[src/rtl/acorn_encrypt_core.sv]
// ACORN-128 encryption core: absorbs associated data, pads, encrypts plaintext
// byte-serially (LSB first), pads again and presents the final 293-bit state
// to the tag stage. One state-update step per clock.
module acorn_encrypt_core #(
    parameter int LEN_W     = 16,
    parameter int PAD_STEPS = 256
) (
    input  logic             clk,
    input  logic             rst,
    input  logic             start,
    input  logic [292:0]     state_in,
    input  logic [LEN_W-1:0] ad_len,
    input  logic [LEN_W-1:0] pt_len,
    input  logic [7:0]       ad_data,
    input  logic             ad_valid,
    output logic             ad_ready,
    input  logic [7:0]       pt_data,
    input  logic             pt_valid,
    output logic             pt_ready,
    output logic [7:0]       ct_data,
    output logic             ct_valid,
    input  logic             ct_ready,
    output logic             busy,
    output logic             done,
    output logic [292:0]     state_out
);

    typedef enum logic [2:0] {
        IDLE,
        AD,
        AD_PAD,
        PT,
        PT_PAD,
        DONE
    } state_t;

    localparam logic [8:0] LAST_PAD = 9'(PAD_STEPS - 1);
    localparam logic [8:0] HALF_PAD = 9'(PAD_STEPS / 2);

    state_t             fsm;
    logic [292:0]       s_reg;
    logic [LEN_W-1:0]   ad_len_q;
    logic [LEN_W-1:0]   pt_len_q;
    logic [LEN_W-1:0]   ad_cnt;
    logic [LEN_W-1:0]   pt_cnt;
    logic [8:0]         step_cnt;
    logic [6:0]         sh;
    logic [2:0]         sh_bits;
    logic [6:0]         ct_sh;
    logic               ad_slot;
    logic               pt_slot;

    logic               do_step;
    logic               m_bit;
    logic               ca;
    logic               cb;
    logic               ks;
    logic               ct_bit;
    logic [292:0]       s_next;
    logic               ad_fire;
    logic               pt_fire;
    logic               ct_fire;
    logic               pt_last_taken;

    // Majority and choose primitives of the ACORN update.
    function automatic logic maj(input logic x, input logic y, input logic z);
        return (x & y) ^ (x & z) ^ (y & z);
    endfunction

    function automatic logic ch(input logic x, input logic y, input logic z);
        return (x & y) ^ (~x & z);
    endfunction

    // One ACORN step: returns {ks, next_state}. Keystream is taken after the
    // feedback corrections but before the shift.
    function automatic logic [293:0] acorn_step(
        input logic [292:0] s_in,
        input logic         m,
        input logic         c_a,
        input logic         c_b
    );
        logic [292:0] s;
        logic         k;
        logic         f;
        s      = s_in;
        s[289] = s[289] ^ s[235] ^ s[230];
        s[230] = s[230] ^ s[196] ^ s[193];
        s[193] = s[193] ^ s[160] ^ s[154];
        s[154] = s[154] ^ s[111] ^ s[107];
        s[107] = s[107] ^ s[66]  ^ s[61];
        s[61]  = s[61]  ^ s[23]  ^ s[0];
        k = s[12] ^ s[154] ^ maj(s[235], s[61], s[193]) ^ ch(s[230], s[111], s[66]);
        f = s[0] ^ ~s[107] ^ maj(s[244], s[23], s[160]) ^ (c_a & s[196]) ^ (c_b & k) ^ m;
        return {k, f, s[292:1]};
    endfunction

    assign ad_fire   = ad_valid & ad_ready;
    assign pt_fire   = pt_valid & pt_ready;
    assign ct_fire   = ct_valid & ct_ready;
    assign ad_ready  = ad_slot;
    // A new plaintext byte may enter in the same cycle the pending ct byte leaves.
    assign pt_ready  = pt_slot & (~ct_valid | ct_ready);
    assign state_out = s_reg;

    // Select message bit and control bits for the step taken this cycle.
    always_comb begin
        do_step       = 1'b0;
        m_bit         = 1'b0;
        ca            = 1'b0;
        cb            = 1'b0;
        pt_last_taken = (fsm == PT) && (sh_bits == 3'd0) && (pt_cnt == pt_len_q) && ct_fire;
        case (fsm)
            AD: begin
                ca = 1'b1;
                cb = 1'b1;
                if (sh_bits != 3'd0) begin
                    do_step = 1'b1;
                    m_bit   = sh[0];
                end else if (ad_fire) begin
                    do_step = 1'b1;
                    m_bit   = ad_data[0];
                end
            end
            AD_PAD: begin
                do_step = 1'b1;
                m_bit   = (step_cnt == '0);
                ca      = (step_cnt < HALF_PAD);
                cb      = 1'b1;
            end
            PT: begin
                ca = 1'b1;
                if (sh_bits != 3'd0) begin
                    do_step = 1'b1;
                    m_bit   = sh[0];
                end else if (pt_fire) begin
                    do_step = 1'b1;
                    m_bit   = pt_data[0];
                end else if (pt_last_taken) begin
                    // First padding step overlaps the final ct handshake.
                    do_step = 1'b1;
                    m_bit   = 1'b1;
                end
            end
            PT_PAD: begin
                do_step = 1'b1;
                m_bit   = (step_cnt == '0);
                ca      = (step_cnt < HALF_PAD);
            end
            default: ;
        endcase
    end

    // Evaluate the step function and the ciphertext bit.
    always_comb begin
        {ks, s_next} = acorn_step(s_reg, m_bit, ca, cb);
        ct_bit       = m_bit ^ ks;
    end

    // Phase sequencing, byte shifting, counters, state register and outputs.
    always_ff @(posedge clk or negedge rst) begin
        if (!rst) begin
            fsm      <= IDLE;
            s_reg    <= '0;
            ad_len_q <= '0;
            pt_len_q <= '0;
            ad_cnt   <= '0;
            pt_cnt   <= '0;
            step_cnt <= '0;
            sh       <= '0;
            sh_bits  <= '0;
            ct_sh    <= '0;
            ad_slot  <= 1'b0;
            pt_slot  <= 1'b0;
            busy     <= 1'b0;
            done     <= 1'b0;
            ct_valid <= 1'b0;
            ct_data  <= '0;
        end else begin
            done <= 1'b0;
            if (do_step) begin
                s_reg <= s_next;
            end
            case (fsm)
                IDLE: begin
                    if (start) begin
                        s_reg    <= state_in;
                        ad_len_q <= ad_len;
                        pt_len_q <= pt_len;
                        ad_cnt   <= '0;
                        pt_cnt   <= '0;
                        step_cnt <= '0;
                        sh       <= '0;
                        sh_bits  <= '0;
                        busy     <= 1'b1;
                        if (ad_len == '0) begin
                            fsm <= AD_PAD;
                        end else begin
                            fsm     <= AD;
                            ad_slot <= 1'b1;
                        end
                    end
                end
                AD: begin
                    if (sh_bits != 3'd0) begin
                        sh      <= {1'b0, sh[6:1]};
                        sh_bits <= sh_bits - 3'd1;
                        if (sh_bits == 3'd1) begin
                            if (ad_cnt == ad_len_q) begin
                                fsm      <= AD_PAD;
                                step_cnt <= '0;
                            end else begin
                                ad_slot <= 1'b1;
                            end
                        end
                    end else if (ad_fire) begin
                        sh      <= ad_data[7:1];
                        sh_bits <= 3'd7;
                        ad_cnt  <= ad_cnt + 1'b1;
                        ad_slot <= 1'b0;
                    end
                end
                AD_PAD: begin
                    step_cnt <= step_cnt + 9'd1;
                    if (step_cnt == LAST_PAD) begin
                        step_cnt <= '0;
                        if (pt_len_q == '0) begin
                            fsm <= PT_PAD;
                        end else begin
                            fsm     <= PT;
                            pt_slot <= 1'b1;
                        end
                    end
                end
                PT: begin
                    if (ct_fire) begin
                        ct_valid <= 1'b0;
                    end
                    if (sh_bits != 3'd0) begin
                        sh      <= {1'b0, sh[6:1]};
                        sh_bits <= sh_bits - 3'd1;
                        ct_sh   <= {ct_bit, ct_sh[6:1]};
                        if (sh_bits == 3'd1) begin
                            ct_data  <= {ct_bit, ct_sh};
                            ct_valid <= 1'b1;
                            pt_slot  <= (pt_cnt != pt_len_q);
                        end
                    end else if (pt_fire) begin
                        sh      <= pt_data[7:1];
                        sh_bits <= 3'd7;
                        ct_sh   <= {ct_bit, ct_sh[6:1]};
                        pt_cnt  <= pt_cnt + 1'b1;
                        pt_slot <= 1'b0;
                    end else if (pt_last_taken) begin
                        fsm      <= PT_PAD;
                        step_cnt <= 9'd1;
                    end
                end
                PT_PAD: begin
                    step_cnt <= step_cnt + 9'd1;
                    if (step_cnt == LAST_PAD) begin
                        step_cnt <= '0;
                        fsm      <= DONE;
                    end
                end
                DONE: begin
                    done <= 1'b1;
                    busy <= 1'b0;
                    fsm  <= IDLE;
                end
                default: fsm <= IDLE;
            endcase
        end
    end

endmodule

[config.mk]
export PLATFORM = sky130hd
export DESIGN_NAME = acorn_encrypt_core
export DESIGN_NICKNAME = d
export VERILOG_FILES = /design/src/rtl/acorn_encrypt_core.sv
export SDC_FILE = /design/constraint.sdc
export NUM_CORES = 1
export LEC_CHECK = 0
export CAP_MARGIN = 10
export CORE_AREA = 2 2 257 259
export CTS_CLUSTER_DIAMETER = 200
export DETAILED_ROUTE_END_ITERATION = 12
export DIE_AREA = 0 0 259 261
export PLACE_DENSITY_LB_ADDON = 0.3
export SLEW_MARGIN = 30
export SYNTH_ARGS = -nofsm -noshare
export SYNTH_HDL_FRONTEND = slang
export SYNTH_SLANG_ARGS = --single-unit
[constraint.sdc]
create_clock -name clk -period 2.8 [get_ports clk]
set_clock_uncertainty 0.15 [all_clocks]
set_input_delay 0.28 -clock clk [delete_from_list [all_inputs] [get_ports clk]]
set_output_delay 0.28 -clock clk [all_outputs]
set_load 0.05 [all_outputs]
==> results.toml <==
[sta]
max_slew_margin = 0.378
tightest_slew_ns = 0.934
tns_ns = 0
min_period_over_period = 0.976
slew_violations = 0
hold-worst-slack_ns = 0.0898
timing.fmax_mhz = 366
min_period_ns = 2.73
finalSetupViolations = 0
hold_violations = 0

[yosys]
yosys_most_used_dff = "dfrtp_1"
synthTopCellsByCount = "nand2_1 (426), dfrtp_1 (399), a21oi_1 (356)"
yosysSeqAreaShare = 0.500
yosys.cell_types.count = 69
syn_area_um2 = 20000
syn_inst = 2214
synth_edf_count = 0
yosys_warnings = 0
synth_most_common_cell = "nand2_1"
ys_ff_latch = 399
syn-num-nets = 2568
yosysTopAreaCellShare = 0.500
syn_area_per_cell_um2 = 9.01
async_flop_share = 1.00
yosysTopAreaCell = "dfrtp_1"
synthTopCellsByArea = "dfrtp_1 (50%), a21oi_2 (10%), a21oi_1 (8.9%), nand2_1 (8.0%), nor2_1 (6.4%)"

[global_routing]
busiest_layer = "met2"
grtUsageMet2 = 0.349
grt_use_met3 = 0.0527
grt_pass1_vias = 19000
grt.total_usage = 0.212
grt_pass1_wl_mm = 112
antenna_found_initial = 8
overflow = 0
grt_max_degree = 164
met1_usage = 0.267

[flow_run]
maxCapViolations = 0

[final_layout]
final.fill_count = 6168
layout-drive-gt1-share = 0.149
area_growth_pct = 47.8
multiInputGateArea_um2 = 9070
seq_area_um2 = 9980
fin_area_um2 = 29500
nets = 3197

[routing]
dr.pass1.iters = 5
viasPerCell = 5.00
drt_iter0_markers = 1452
drt_wl_total_mm = 74.8
num_vias = 18800
drc = 0
detail-route-antenna-nets = 0
routedWlPerCell_um = 19.9

[setup_path]
critPathArrivalTime_ns = 3.06
cp-start-kind = "flip-flop"
worstSetupPathType = "reg -> reg"
r2r_slack_ns = 0.07
reg2reg_depth = 7
cp_max_fo = 2
cp-end-kind = "flip-flop"
critical_path.cell_chain = "xnor3_1 > mux2i_1 > xnor2_2 > mux2i_1 > xnor2_1 > xnor2_1 > a221o_1"
critPathRequiredTime_ns = 3.13
max_stage_delay_ns = 0.61
cpMaxStageDelayCell = "xnor3_1"
reg2reg_from = "state_out[230]$_DFF_PN0_"
r2r-end = "state_out[292]$_DFF_PN0_"

[power_and_ir_drop]
power_leakage_nw = 12.0
p_per_area_nw_per_um2 = 849
ir_worst_vdd_v = 0.000783

[placed_design]
globalplace.congestion = 0.962
io_buffers = 652
post_dp_cell_area_um2 = 27600
dp_hpwl_mm = 54.4

[floorplan]
fp.dieH_um = 261
num_io_pins = 653
rows = 94
fp.coreArea_um2 = 65000
fp.dieArea_um2 = 67600
start_util = 0.307
die_w_um = 259

[worst_hold_path]
hp-start = "pt_len[15]"
min_path_type = "in -> reg"
hold_path_end = "pt_len_q[15]$_DFFE_PN0P_"
min_path_cells = 3

[clock_network]
clkLatencyLatePin_ns = 0.59
cts_made_buffers = 48
path_clk_slew_ns = 0.06
htree_levels = 2
cts_buffer_depth = 3
cts_sinks = 399
cts_root_buf = "clkbuf_16"
cts_tree = "yes"

[outcome]
status = "finished clean"
## routing by layer
layer  wire length (um)  vias up
met5                  0        -
met4               2700        0
met3               5320      136
met2              36100      712
met1              30600     9224
li1                   -     8733
## cell families after synthesis
kind of cell,share of synthesized area
fa+ha+maj,0.00539
flops,0.500
compound gates,0.220
mux,0.0121
xor+xnor,0.0354
buf+inv,0.0475
simple gates,0.179
## how the worst max path moves through the flow
stage | startpoint | endpoint | depth (start not counted)
finish | state_out[230]$_DFF_PN0_ | state_out[292]$_DFF_PN0_ | 7
floorplan | state_out[61]$_DFF_PN0_ | state_out[292]$_DFF_PN0_ | 7
detailed placement | state_out[230]$_DFF_PN0_ | state_out[292]$_DFF_PN0_ | 7
global route | sh_bits[0]$_DFFE_PN0P_ | state_out[288]$_DFF_PN0_ | 10
CTS | state_out[230]$_DFF_PN0_ | state_out[292]$_DFF_PN0_ | 7
global placement | state_out[230]$_DFF_PN0_ | state_out[292]$_DFF_PN0_ | 7
## placed cells by master, fill, tap and decap left out, types with 3 or more instances in the layout
master,n
nor3_1,8
nor2_1,338
xor3_1,3
dfrtp_1,399
o22a_1,3
clkbuf_16,50
xor2_1,29
a21oi_1,356
mux2_2,15
xnor2_1,40
o21ai_1,4
nand2_1,426
clkbuf_8,13
bufinv_16,6
o21ai_0,29
inv_1,14
nand4_1,12
nor4_1,13
a31oi_1,15
mux2i_1,5
clkinvlp_4,3
nor3b_1,4
nand3_1,18
and3_1,10
diode_2,12
buf_12,26
nand2b_1,8
and2_1,3
buf_4,54
a21oi_2,230
clkdlybuf4s50_1,651
a32o_1,6
clkbuf_1,9
ha_1,7
or3_1,6
o21ba_1,3
inv_6,3
clkinv_2,6
## cell type report
| cell class | count | area share |
|---|---|---|
| Sequential cell | 399 | 0.339 |
| Multi-Input combinational cell | 1643 | 0.308 |
| Timing Repair Buffer | 737 | 0.256 |
| Clock buffer | 71 | 0.0488 |
| Tap cell | 864 | 0.0367 |
| Clock inverter | 19 | 0.00908 |
| Inverter | 14 | 0.00178 |
| Antenna cell | 12 | 0.00102 |
## power breakdown
group | internal, mW | total (mW) | leakage [nW] | switching [mW]
registers | 7.00 | 8.42 | 4.82 | 1.43
clock network | 4.12 | 6.71 | 0.834 | 2.60
logic | 3.65 | 9.89 | 6.32 | 6.24
## critical path, delay by kind of cell, from the launching register on
kind | cells | cell delay (ns)
flops | 1 | 0.39
xor+xnor | 4 | 1.18
compound gates | 1 | 0.30
mux | 2 | 0.59
## timing repair
action	CTS	global route
cloned	0	1
hold buffers	1	0
pin swaps	0	2
gates resized for setup	1	5
hold endpoints to repair	57	0
setup buffers	0	1
setup endpoints to repair	1	113
## sequential cells by signal, indices dropped and copies added (netlist names), 3 cells and up
signal,cells
fsm,3
pt_cnt,16
ad_cnt,16
ad_len_q,16
ct_sh,7
sh,7
ct_data,8
state_out,293
pt_len_q,16
sh_bits,3
step_cnt,9
## stage by stage
step	setup slack, ns	util	instances	power, mW
finish	0.0681	0.453	3759	25.0
global route	-0.0144	0.453	3754	26.0
detailed placement	-0.0129	0.425	3653	18.4
floorplan	0.163	-	2214	14.1
global placement	-0.0228	0.425	3653	18.3
CTS	0.0508	0.452	3744	25.3
(Power assumes the default switching activity.)
